## config.mk

```make
export PLATFORM = sky130hd
export DESIGN_NAME = qk_pair_scheduler
export DESIGN_NICKNAME = d
export VERILOG_FILES = /design/src/rtl/aura_pkg.sv /design/src/rtl/sched_skid_fifo.sv /design/src/rtl/qk_pair_scheduler.sv
export SDC_FILE = /design/constraint.sdc
export NUM_CORES = 1
export LEC_CHECK = 0
export CAP_MARGIN = 20
export CORE_AREA = 2 2 145 147
export CTS_CLUSTER_DIAMETER = 100
export DETAILED_ROUTE_END_ITERATION = 6
export DIE_AREA = 0 0 147 149
export PLACE_DENSITY = 0.93
export SLEW_MARGIN = 20
export SYNTH_ARGS = -nofsm -noshare
export SYNTH_HDL_FRONTEND = slang
export SYNTH_SLANG_ARGS = --single-unit
```

## constraint.sdc

```tcl
create_clock -name clk -period 15 [get_ports clk]
set_input_delay 3 -clock clk [delete_from_list [all_inputs] [get_ports clk]]
set_output_delay 3 -clock clk [all_outputs]
set_load 0.01 [all_outputs]
```

## src/rtl/aura_pkg.sv

```systemverilog
// Shared types for the attention datapath: vector element types, tile
// constants and the pair tag carried from the scheduler to dot_product.
// Tag index fields are sized for the largest supported tile (64x64).
package aura_pkg;

  localparam int DK        = 4;  // elements per Q/K/V vector
  localparam int INT_WIDTH = 8;  // bits per element

  localparam int TAG_QA_W  = 6;  // Q row index width carried in the tag
  localparam int TAG_KA_W  = 6;  // K row index width carried in the tag

  typedef logic [DK-1:0][INT_WIDTH-1:0] Q_VECTOR_T;
  typedef logic [DK-1:0][INT_WIDTH-1:0] K_VECTOR_T;
  typedef logic [DK-1:0][INT_WIDTH-1:0] V_VECTOR_T;

  // Row-boundary markers let online softmax reset at first_k and commit at last_k.
  typedef struct packed {
    logic [TAG_QA_W-1:0] q_idx;
    logic [TAG_KA_W-1:0] k_idx;
    logic                first_k;
    logic                last_k;
    logic                last_q;
  } SCHED_TAG_T;

endpackage

```

## src/rtl/sched_skid_fifo.sv

```systemverilog
// Two-entry FIFO holding returned Q/K/V data plus its tag for the scheduler.
// Latency: push visible at head the cycle after the push; head is zero when empty.
// Backpressure: none internally; the caller's credit rule guarantees no push when full.
// Ports: clk, rst (sync, active-high), push/push_dat, pop, count (0..2), head.
module sched_skid_fifo #(
  parameter int W = 8
) (
  input  logic         clk,
  input  logic         rst,
  input  logic         push,
  input  logic [W-1:0] push_dat,
  input  logic         pop,
  output logic [1:0]   count,
  output logic [W-1:0] head
);

  logic [W-1:0] mem [2];
  logic         wr_ptr;
  logic         rd_ptr;

  always_ff @(posedge clk) begin
    if (rst) begin
      wr_ptr <= 1'b0;
      rd_ptr <= 1'b0;
      count  <= 2'd0;
    end else begin
      if (push) wr_ptr <= ~wr_ptr;
      if (pop)  rd_ptr <= ~rd_ptr;
      count <= count + {1'b0, push} - {1'b0, pop};
    end
  end

  always_ff @(posedge clk) begin
    if (push) mem[wr_ptr] <= push_dat;
  end

  // Zero head when empty so downstream outputs read 0 outside valid pairs.
  assign head = (count != 2'd0) ? mem[rd_ptr] : '0;

endmodule

```

## src/rtl/qk_pair_scheduler.sv

```systemverilog
// Walks every (Q row, K/V row) pair of a tile, reads both buffers and emits tagged pairs.
// Latency: start to first vld_out is 3 cycles; one pair per cycle when rdy_in stays high.
// Backpressure: valid/ready on the output; a 2-credit loop stops reads when the FIFO would fill.
// Ports: clk, rst (sync, active-high), start + cfg_q_rows/cfg_k_rows, busy, done,
//   Q and K/V read ports (data one cycle after enable), vld_out/rdy_in, q/k/v_out, tag_out.
// Build option: QK_SCHED_CAUSAL_MASK_EN limits row i to columns j <= i.
module qk_pair_scheduler
  import aura_pkg::*;
#(
  parameter int MAX_Q = 64,
  parameter int MAX_K = 64,
  parameter int QA_W  = $clog2(MAX_Q),
  parameter int KA_W  = $clog2(MAX_K)
) (
  input  logic            clk,
  input  logic            rst,
  input  logic            start,
  input  logic [QA_W:0]   cfg_q_rows,
  input  logic [KA_W:0]   cfg_k_rows,
  output logic            busy,
  output logic            done,
  output logic            q_rd_en,
  output logic [QA_W-1:0] q_rd_addr,
  output logic            kv_rd_en,
  output logic [KA_W-1:0] kv_rd_addr,
  input  Q_VECTOR_T       q_rd_data,
  input  K_VECTOR_T       k_rd_data,
  input  V_VECTOR_T       v_rd_data,
  output logic            vld_out,
  input  logic            rdy_in,
  output Q_VECTOR_T       q_out,
  output K_VECTOR_T       k_out,
  output V_VECTOR_T       v_out,
  output SCHED_TAG_T      tag_out
);

  typedef enum logic [1:0] {S_IDLE, S_RUN, S_DRAIN, S_DONE} state_t;

  localparam int CW     = ((QA_W > KA_W) ? QA_W : KA_W) + 1;
  localparam int PAIR_W = $bits(Q_VECTOR_T) + $bits(K_VECTOR_T) + $bits(V_VECTOR_T)
                        + $bits(SCHED_TAG_T);
  localparam logic [QA_W:0] Q_ONE = 1;
  localparam logic [KA_W:0] K_ONE = 1;

  state_t            state, nxt_state;
  logic [QA_W:0]     q_rows_r;
  logic [KA_W:0]     k_rows_r;
  logic [QA_W-1:0]   i;
  logic [KA_W-1:0]   j;
  logic              inflight;
  SCHED_TAG_T        inflight_tag;

  logic [QA_W:0]     q_last;
  logic [KA_W:0]     k_last;
  logic [KA_W-1:0]   last_j;
  logic              last_k;
  logic              last_q;
  logic              pop;
  logic              credit_ok;
  logic              issue;
  SCHED_TAG_T        issue_tag;
  logic [1:0]        fifo_count;
  logic [PAIR_W-1:0] fifo_head;

  // Row bounds, tags and the issue decision for the current (i, j).
  always_comb begin
    q_last = q_rows_r - Q_ONE;
    k_last = k_rows_r - K_ONE;
`ifdef QK_SCHED_CAUSAL_MASK_EN
    if (CW'(i) < CW'(k_last)) last_j = KA_W'(i);
    else                      last_j = k_last[KA_W-1:0];
`else
    last_j = k_last[KA_W-1:0];
`endif
    last_k = (j == last_j);
    last_q = (CW'(i) == CW'(q_last)) && last_k;
    pop    = (fifo_count != 2'd0) && rdy_in;
    // occupancy + inflight - pop < 2, rearranged to stay non-negative.
    credit_ok = ({1'b0, fifo_count} + {2'b00, inflight}) < (3'd2 + {2'b00, pop});
    issue     = !rst && (state == S_RUN) && credit_ok;
    issue_tag.q_idx   = TAG_QA_W'(i);
    issue_tag.k_idx   = TAG_KA_W'(j);
    issue_tag.first_k = (j == '0);
    issue_tag.last_k  = last_k;
    issue_tag.last_q  = last_q;
  end

  // State register.
  always_ff @(posedge clk) begin
    if (rst) state <= S_IDLE;
    else     state <= nxt_state;
  end

  // Next-state logic. An empty tile passes through DRAIN, which exits at once
  // because nothing is in flight; this keeps done two cycles after start.
  always_comb begin
    nxt_state = state;
    case (state)
      S_IDLE:  if (start) nxt_state = ((cfg_q_rows == '0) || (cfg_k_rows == '0)) ? S_DRAIN : S_RUN;
      S_RUN:   if (issue && last_q) nxt_state = S_DRAIN;
      S_DRAIN: if (!inflight && (fifo_count == 2'd0)) nxt_state = S_DONE;
      S_DONE:  nxt_state = S_IDLE;
      default: nxt_state = S_IDLE;
    endcase
  end

  // Outputs.
  always_comb begin
    busy       = (state != S_IDLE);
    done       = (state == S_DONE);
    q_rd_en    = issue;
    kv_rd_en   = issue;
    q_rd_addr  = issue ? i : '0;
    kv_rd_addr = issue ? j : '0;
    vld_out    = (fifo_count != 2'd0);
    {q_out, k_out, v_out, tag_out} = fifo_head;
  end

  // Tile counters and the single in-flight read marker.
  always_ff @(posedge clk) begin
    if (rst) begin
      q_rows_r     <= '0;
      k_rows_r     <= '0;
      i            <= '0;
      j            <= '0;
      inflight     <= 1'b0;
      inflight_tag <= '0;
    end else begin
      inflight <= issue;
      if (issue) inflight_tag <= issue_tag;
      if ((state == S_IDLE) && start) begin
        q_rows_r <= cfg_q_rows;
        k_rows_r <= cfg_k_rows;
        i        <= '0;
        j        <= '0;
      end else if (issue) begin
        if (last_k) begin
          j <= '0;
          i <= i + QA_W'(1);
        end else begin
          j <= j + KA_W'(1);
        end
      end
    end
  end

  // Read data lands one cycle after issue; only a recorded in-flight read is
  // captured, so data returning after a reset is dropped.
  sched_skid_fifo #(.W(PAIR_W)) u_fifo (
    .clk      (clk),
    .rst      (rst),
    .push     (inflight),
    .push_dat ({q_rd_data, k_rd_data, v_rd_data, inflight_tag}),
    .pop      (pop),
    .count    (fifo_count),
    .head     (fifo_head)
  );

endmodule

```

=== After elaboration in Yosys (flattened, before gate mapping) ===
Memory sizes are Yosys's and may differ from the RTL's. A register that Yosys moved wholly into a read port is not among the register bits.
Cells that the tools add are included.

* Flip-flop bits (word level): 47
* Memory bits (writable): 222
* Memories kept: 1

* Add/subtract/negate cells: 8
* Magnitude comparators: 1
* Equality and inequality tests: 8
* Muxes and demuxes: 13
* Bitwise gates (word level): 2
* Reduce and logical (&&, ||, !) cells: 20

{| class="wikitable"
|+ Memory list
! memory !! depth !! width !! read ports !! clocked after Yosys merged registers in !! write ports !! RTL line !! text
|-
| u_fifo.mem || 2 || 111 || 1 || 1 || 1 || sched_skid_fifo.sv:17 || <nowiki>logic [W-1:0] mem [2];</nowiki>
|}

{| class="wikitable"
|+ Operators by type and width
! cell !! count
|-
| $mux W111 || 1
|-
| $mux W6 || 3
|-
| $logic_not A7 Y1 || 2
|-
| $add A6 B1 Y6 const B || 2
|-
| $mux W2 || 4
|-
| $pmux W2 S4 || 1
|-
| $eq A6 B7 Y1 || 1
|-
| $logic_and A1 B1 Y1 || 7
|-
| $sub A7 B1 Y7 const B || 1
|-
| $eq A6 B6 Y1 || 1
|-
| $logic_not A6 Y1 || 1
|-
| $sub A6 B1 Y6 const B || 1
|-
| $eq A2 B2 Y1 const B || 2
|-
| $logic_not A2 Y1 || 2
|-
| $mux W1 || 4
|-
| $ne A2 B2 Y1 const B || 2
|-
| $reduce_bool A2 Y1 || 2
|-
| $add A2 B1 Y3 || 1
|-
| $add A2 B1 Y3 const A || 1
|-
| $lt A3 B3 Y1 || 1
|-
| $reduce_and A3 Y1 || 1
|-
| $add A2 B1 Y2 || 1
|-
| $eq A2 B1 Y1 const B || 1
|-
| $logic_not A1 Y1 || 2
|-
| other kinds (6) || 7
|}

=== Longest topological paths before layout ===
Gate-level depths: netlist of run 1.

* Word-level depth: 8
* Depth in mapped cells: 10
* Gate-level depth less buffers: 8

=== Hierarchy ===
A second synthesis of run 1 with hierarchy kept.

* Cell total of the unflattened synthesis: 782
* Area total of the unflattened synthesis: 10960.5 µm²

{| class="wikitable"
|+ By module, submodules not included
! module !! times used !! cells each !! area each (µm²) !! seq. area each (µm²)
|-
| sched_skid_fifo || 1 || 489 || 8684.6 || 6766.5
|-
| qk_pair_scheduler || 1 || 293 || 2275.9 || 860.8
|}

=== Least setup slack after synthesis of run 1 ===
OpenSTA, ideal clock, no wires.

* Path type: input -> output
* Start point: in rdy_in
* End point: out kv_rd_addr[2]
* Arrival time: 4.249 ns
* Required time: 12.000 ns
* Slack: 7.751 ns
* Stages: 8
* Path buffers: 2
* Cells stage by stage: o21ai_0 -> o21ai_0 -> nand3_1 -> inv_1 -> clkbuf_1 -> buf_2 -> nand2_1 -> inv_1

* Cells in the longest elaborated chain, start to end: 5

{| class="wikitable"
|+ RTL lines
! item !! RTL line !! text
|-
| from (decl) || qk_pair_scheduler.sv:30 || <nowiki>input logic rdy_in,</nowiki>
|-
| $logic_and A1 B1 Y1 || qk_pair_scheduler.sv:77 || <nowiki>pop = (fifo_count != 2'd0) && rdy_in;</nowiki>
|-
| $add A2 B1 Y3 || qk_pair_scheduler.sv:79 || <nowiki>credit_ok = ({1'b0, fifo_count} + {2'b00, inflight}) < (3'd2 + {2'b00, pop});</nowiki>
|-
| $lt A3 B3 Y1 || qk_pair_scheduler.sv:79 ||
|-
| $logic_and A1 B1 Y1 || qk_pair_scheduler.sv:80 || <nowiki>issue = !rst && (state == S_RUN) && credit_ok;</nowiki>
|-
| via kv_rd_en || qk_pair_scheduler.sv:24 || <nowiki>output logic kv_rd_en,</nowiki>
|-
| $mux W6 || qk_pair_scheduler.sv:114 || <nowiki>kv_rd_addr = issue ? j : '0;</nowiki>
|-
| to (decl) || qk_pair_scheduler.sv:25 || <nowiki>output logic [KA_W-1:0] kv_rd_addr,</nowiki>
|}

The timed path passes the listed nets, and every way through them passes these cells.

=== Worst setup path in the final report of run 1 ===
* Start point: in rdy_in
* End point: out kv_rd_addr[1]

* Cells in the longest elaborated chain, start to end: 5

{| class="wikitable"
|+ RTL lines
! item !! RTL line
|-
| $logic_and A1 B1 Y1 || qk_pair_scheduler.sv:77
|-
| $add A2 B1 Y3 || qk_pair_scheduler.sv:79
|-
| $lt A3 B3 Y1 || qk_pair_scheduler.sv:79
|-
| $logic_and A1 B1 Y1 || qk_pair_scheduler.sv:80
|-
| $mux W6 || qk_pair_scheduler.sv:114
|}

Every way passes these cells.

==> run metrics, run 1 <==
PortBufs=241; area share of the largest cell type after synthesis=0.6169; post-route cell area=14400 µm²; Worst Hold Class=reg -> reg; Slew @ Worst Pin=907.6 ps; CP delay by family, top=buffers and inverters; share of cells above drive strength 1=0.05641; largest cells by area after synthesis=edfxtp_1 (62%), mux2i_1 (10%), dfxtp_1 (8.9%); final worst slack=5808 ps; Syn Nets=918; final hold slack=449.6 ps; worst skew pair latency=540 ps; CTS tree=done; count leader, synth=edfxtp_1; outcome=completed; post-DP HPWL=16.86 mm; yosys warns=0; clock sinks=270; antenna violations before repair=0; Final nets=1153; mean post-synth cell area=13.68 µm²; IO Pins=242; Mapped Area=10810 µm²; Multi-input gate area=2918 µm²; row cnt=53; Slew HR=0.3950; DRC Markers=0; largest area contributor in the netlist=edfxtp_1; Routed WL=25.84 mm; vias post-DR=7045; initial drt markers=394; core area=20560 µm²; Crit Path Class=in -> out; postcts setup bufs=0; Synth Register Bits=270; Max Slew Vio Count=0; filler cell count=1335; Crit-path slowest cell=inv_1; clk_skew=17.53 ps; CP Max Fanout=25; P_leak=0.004943 µW; number of detailed-route iterations in the first pass=5; register area share after synthesis=0.7058; Hold Fails Final Rpt=0; Num CTS Buffers=27; Root Buffer=clkbuf_16; RSZ-0062 raised after global routing=false; post-placement cell area=13490 µm²; commonest cells in the netlist=edfxtp_1 (222), nor2_1 (130), mux2i_1 (112); gr usage total=0.2272; Buf+Inv Stages, Crit Path=4; pre-CTS setup slack=5844 ps; Setup crit start kind=primary input; die height=149 µm; vias in the first global route=7111; FFs w/ async S/R, synth=0; chip width=147 µm; diode count=0; Setup TNS=0 ps; Final setup viols=0; EDFF count, synth=222; Final Cycle Share=0.6128; maximum vdd drop=0.09407 mV; starting density of the core=0.5257; max-cap viol count=0; FF/Latch Area=7631 µm²; post-cts sizing count=0; Required @ worst endpoint=12000 ps; crit-path max cell delay=920 ps; Main synth FF type=edfxtp_1; WL/cell=19.56 µm; die area=21900 µm²; worst path cell trace=clkdlybuf4s50_1 -> o21ai_0 -> o21ai_0 -> nand3_1 -> inv_1 -> nand2_1 -> inv_1 -> clkdlybuf4s50_1; Worst-path clk slew=60 ps; GRT overflow=0; Final Critical Period=9192 ps; crit end category=output pin; H-tree levels=1; largest net degree at the start of global routing=70; Via density=5.333; PD cells=157.7 nW/µm²; global-route wire length before repair=38.67 mm; area growth from synthesis to layout=33.26%; f_max=108.8 MHz; synth unique cells=45; WP data arrival=6190 ps; cts hold-fix bufs=0; Synth Instances=790; clk buf depth=3; Detail Route Antenna Nets=0; final RePlAce weighted congestion=0.8285
sequential cells by signal, summed over array words and instances (netlist names), named ones only:
signal	cells
u_fifo.rd_ptr	1
u_fifo.wr_ptr	1
inflight	1
u_fifo.count	2
inflight_tag	15
j	6
u_fifo.mem	222
i	6
k_rows_r	6
q_rows_r	7
state	2
worst reg2reg max path, delay by kind of cell (launching register included):
kind | cells | cell delay, ps
flip-flops | 1 | 490
multiplexers | 1 | 310
adder cells (fa/ha/maj) | 2 | 420
AO/OA/AOI/OAI | 2 | 140
AND/OR/NAND/NOR | 2 | 1000
buffers and inverters | 1 | 920
worst paths after layout:
| path | end | from | cells after the start | slack, ps |
|---|---|---|---|---|
| setup / recovery | kv_rd_addr[1] | rdy_in | 8 | 5810 |
| hold reg to reg | u_fifo.mem[1][0] | inflight_tag[0] | 0 | 450 |
| setup reg to reg | state[1] | inflight | 8 | 11600 |
| hold / removal | u_fifo.mem[1][0] | inflight_tag[0] | 0 | 450 |
kinds of logic after synthesis:
group	synth area share
muxes	0.1058
buffers and inverters	0.02582
xor gates and xnor gates	0.01864
DFF	0.7058
adders and majority gates	0.01621
and+or+nand+nor	0.09506
AOI/OAI and AO/OA	0.03265
layout by cell type, fill, tap and decap left out, drive strengths merged, types with 4 or more instances in the layout:
cell type,netlist,layout
clkdlybuf4s50,0,241
edfxtp,222,222
nor2,130,130
mux2i,112,112
nand2,62,62
dfxtp,48,48
a21oi,37,37
clkbuf,29,34
inv,30,31
xor2,15,15
ha,14,14
clkinv,0,11
nor3,9,9
xnor2,8,8
buf,14,8
nand3,7,7
nand4,7,7
o21ai,6,6
nand2b,5,5
bufinv,0,4
o31ai,4,4
layer usage:
| metal | GRT usage | up-vias | wire, µm |
|---|---|---|---|
| met5 | 0 | - | 0 |
| met4 | 0.07692 | 0 | 760 |
| met1 | 0.2705 | 3390 | 9566 |
| met3 | 0.05138 | 48 | 2232 |
| met2 | 0.4099 | 314 | 13280 |
| li1 | - | 3293 | - |
power breakdown:
group	switching (µW)	leakage, µW	total, µW	internal [µW]
combinational	335	0.00210	640	305
sequential	47.0	0.00240	946	899
clock	274	0.000451	684	410
through the flow:
step,total power [µW],util,std cells
2_1_floorplan,1317,-,790
3_3_place_gp,1569,0.6553,1270
3_5_place_dp,1597,0.6562,1271
4_1_cts,2286,0.7005,1321
5_1_grt,2364,0.7005,1321
6_report,2271,0.7005,1321
final cells by class:
cell class | instances | share of cell area
flip-flops and latches | 270 | 0.5299
clock inverters | 16 | 0.01312
multi-input cells | 447 | 0.2026
inverters | 30 | 0.007819
repair buffers | 249 | 0.1725
clock buffers | 34 | 0.05013
well taps | 275 | 0.02389
(Power assumes the default switching activity.)
==> run 2: changes to the inputs <==
CORE_AREA = 2 2 151 153   (was 2 2 145 147)
DIE_AREA = 0 0 153 155   (was 0 0 147 149)
PLACE_DENSITY = 0.87   (was 0.93)
clock period = 8.75 ns   (was 15 ns; I/O delays follow)
==> run metrics, run 2 (same netlist as run 1, synthesis figures left out) <==
outcome=completed (unchanged); Final nets=1151 (was 1153); WP data arrival=4910 ps (was 6190 ps); crit end category=output pin (unchanged); CTS tree=done (unchanged); DRC Markers=0 (unchanged); f_max=150.0 MHz; Num CTS Buffers=27 (unchanged); chip width=153 µm (was 147 µm); max reg flops=222 (unchanged); Final setup viols=0 (unchanged); post-cts sizing count=0 (unchanged); Sequential Power Share=0.431 (was 0.417); WL/cell=18.32 µm (was 19.56 µm); RSZ-0062 raised after global routing=false (unchanged); area growth from synthesis to layout=32.72% (was 33.26%); initial drt markers=503 (was 394); P_leak=0.004911 µW (was 0.004943 µW); Setup crit start kind=primary input (unchanged); most frequent cells in the layout=clkdlybuf4s50_1 (241), edfxtp_1 (222), nor2_1 (129) (unchanged); Setup TNS=0 ps (unchanged); placed insts=1279 (was 1271); H-tree levels=1 (unchanged); Hold Fails Final Rpt=0 (unchanged); final RePlAce weighted congestion=0.8448 (was 0.8285); clk buf depth=3 (unchanged); worst path cell trace=clkdlybuf4s50_1 -> o21ai_0 -> o21ai_0 -> nand3_1 -> inv_1 -> nand2_1 -> inv_1 -> clkdlybuf4s50_1 (unchanged); PortBufs=241 (unchanged); maximum vdd drop=0.1620 mV (was 0.09407 mV); Root Buffer=clkbuf_16 (unchanged); filler cell count=1543 (was 1335); starting density of the core=0.4862 (was 0.5257); Final Cycle Share=0.7617; Biggest register=u_fifo.mem (unchanged); fin cells=1327 (was 1321); crit-path max cell delay=900 ps (was 920 ps); postcts setup bufs=0 (unchanged); post-DP HPWL=16.19 mm (was 16.86 mm); max-cap viol count=0 (unchanged); Max Slew Vio Count=0 (unchanged); cts hold-fix bufs=0 (unchanged); GRT overflow=0 (unchanged); final worst slack=2085 ps (was 5808 ps); diode count=0 (unchanged); worst skew pair latency=520 ps (was 540 ps); Slew HR=0.3221 (was 0.3950); Final Util=0.6453 (was 0.7005); IO Pins=242 (unchanged); most common cell after layout, fill and taps aside=clkdlybuf4s50_1 (unchanged); die area=23720 µm² (was 21900 µm²); PD cells=266.0 nW/µm² (was 157.7 nW/µm²); Detail Route Antenna Nets=0 (unchanged); Final Critical Period=6665 ps; Crit-path slowest cell=inv_1 (unchanged); row cnt=55 (was 53); share of cells above drive strength 1=0.05950 (was 0.05641); largest registers=u_fifo.mem (222), inflight_tag (15), q_rows_r (7) (unchanged); Worst Hold Class=reg -> reg (unchanged); Required @ worst endpoint=7000 ps (was 12000 ps); proportion of power drawn by the clock network=0.294 (was 0.301); combinational share of power=0.275 (was 0.282); core area=22230 µm² (was 20560 µm²); Worst-path clk slew=60 ps (about the same); total chip power=3815 µW (was 2271 µW); largest net degree at the start of global routing=77 (was 70); Routed WL=24.31 mm (was 25.84 mm); vias in the first global route=6897 (was 7111); Crit Path Class=in -> out (unchanged); P_sw=1097 µW (was 656.1 µW); CP Max Fanout=25 (unchanged); vias post-DR=7012 (was 7045); number of detailed-route iterations in the first pass=4 (was 5); clk_skew=6.407 ps (was 17.53 ps); Slew @ Worst Pin=1017 ps (was 907.6 ps); P_int=2718 µW (was 1615 µW); Switching Fraction=0.2875 (was 0.2889); Via density=5.284 (was 5.333); global-route wire length before repair=37.32 mm (was 38.67 mm); gr usage total=0.1970 (was 0.2272); pre-CTS setup slack=2149 ps (was 5844 ps); clock sinks=270 (unchanged); die height=155 µm (was 149 µm); antenna violations before repair=0 (unchanged)
==> run 2: cell types whose count changed in the layout (fill, tap and decap cells not counted) <==
cell and change:
buf_12 -1, buf_4 -1, bufinv_16 -1, clkbuf_1 -4, clkbuf_8 -1, clkinv_1 -3
clkinv_2 +5, clkinv_4 +1, clkinvlp_2 +1, clkinvlp_4 +1, inv_16 -1
==> run 2: metrics by stage <==
stage / hold WS (ps) / area (µm²)
after floorplan: 425.4 / 10810
after global placement: 433.2 / 13480
after detailed placement: 443.3 / 13480
after CTS: 456.6 / 14340
after global routing: 482.1 / 14340
final: 455.9 / 14340
==> run 2: area by class of cell <==
cell class	instances	area, µm²	share of cell area
Inverter	30	112.6	0.007851
Clock inverter	19	173.9	0.01213
Multi-Input combinational cell	447	2918	0.2034
Clock buffer	29	693.2	0.04833
Tap cell	285	356.6	0.02486
Sequential cell	270	7631	0.5321
Timing Repair Buffer	247	2457	0.1713
==> run 2: critical path: cells and delay by family <==
family / cells / cell delay (ps)
AOI/OAI and AO/OA: 2 / 350
buffers and inverters: 4 / 1980
and+or+nand+nor: 2 / 820
==> run 2: power by group through the flow <==
| stage | Sequential [µW] | Combinational, µW | Clock, µW |
|---|---|---|---|
| finish | 1650 | 1050 | 1120 |
| global route | 1660 | 1130 | 1190 |
| CTS | 1650 | 1060 | 1140 |
| detailed placement | 1670 | 1050 | 0 |
| global placement | 1670 | 1030 | 0 |
| floorplan | 1620 | 636 | 0 |
==> run 2: path summary, 6_finish.rpt <==
| kind | cells after the start | slack (ps) | endpoint | start |
|---|---|---|---|---|
| worst min register to register | 0 | 460 | u_fifo.mem[1][12] | inflight_tag[12] |
| worst min-delay path | 0 | 460 | u_fifo.mem[1][12] | inflight_tag[12] |
| worst max register to register | 8 | 5360 | state[1] | inflight |
| worst max-delay path | 8 | 2090 | kv_rd_addr[5] | rdy_in |
==> run 2: metal layers <==
metal  GRT usage  up-vias  routed length (µm)  share of wire
met3     0.03510       47                1588          0.065
met4     0.05423        0                 580          0.024
met1      0.2608     3391               10060           0.41
li1            -     3286                   -              -
met5           0        -                   0              0
met2      0.3380      288               12080           0.50
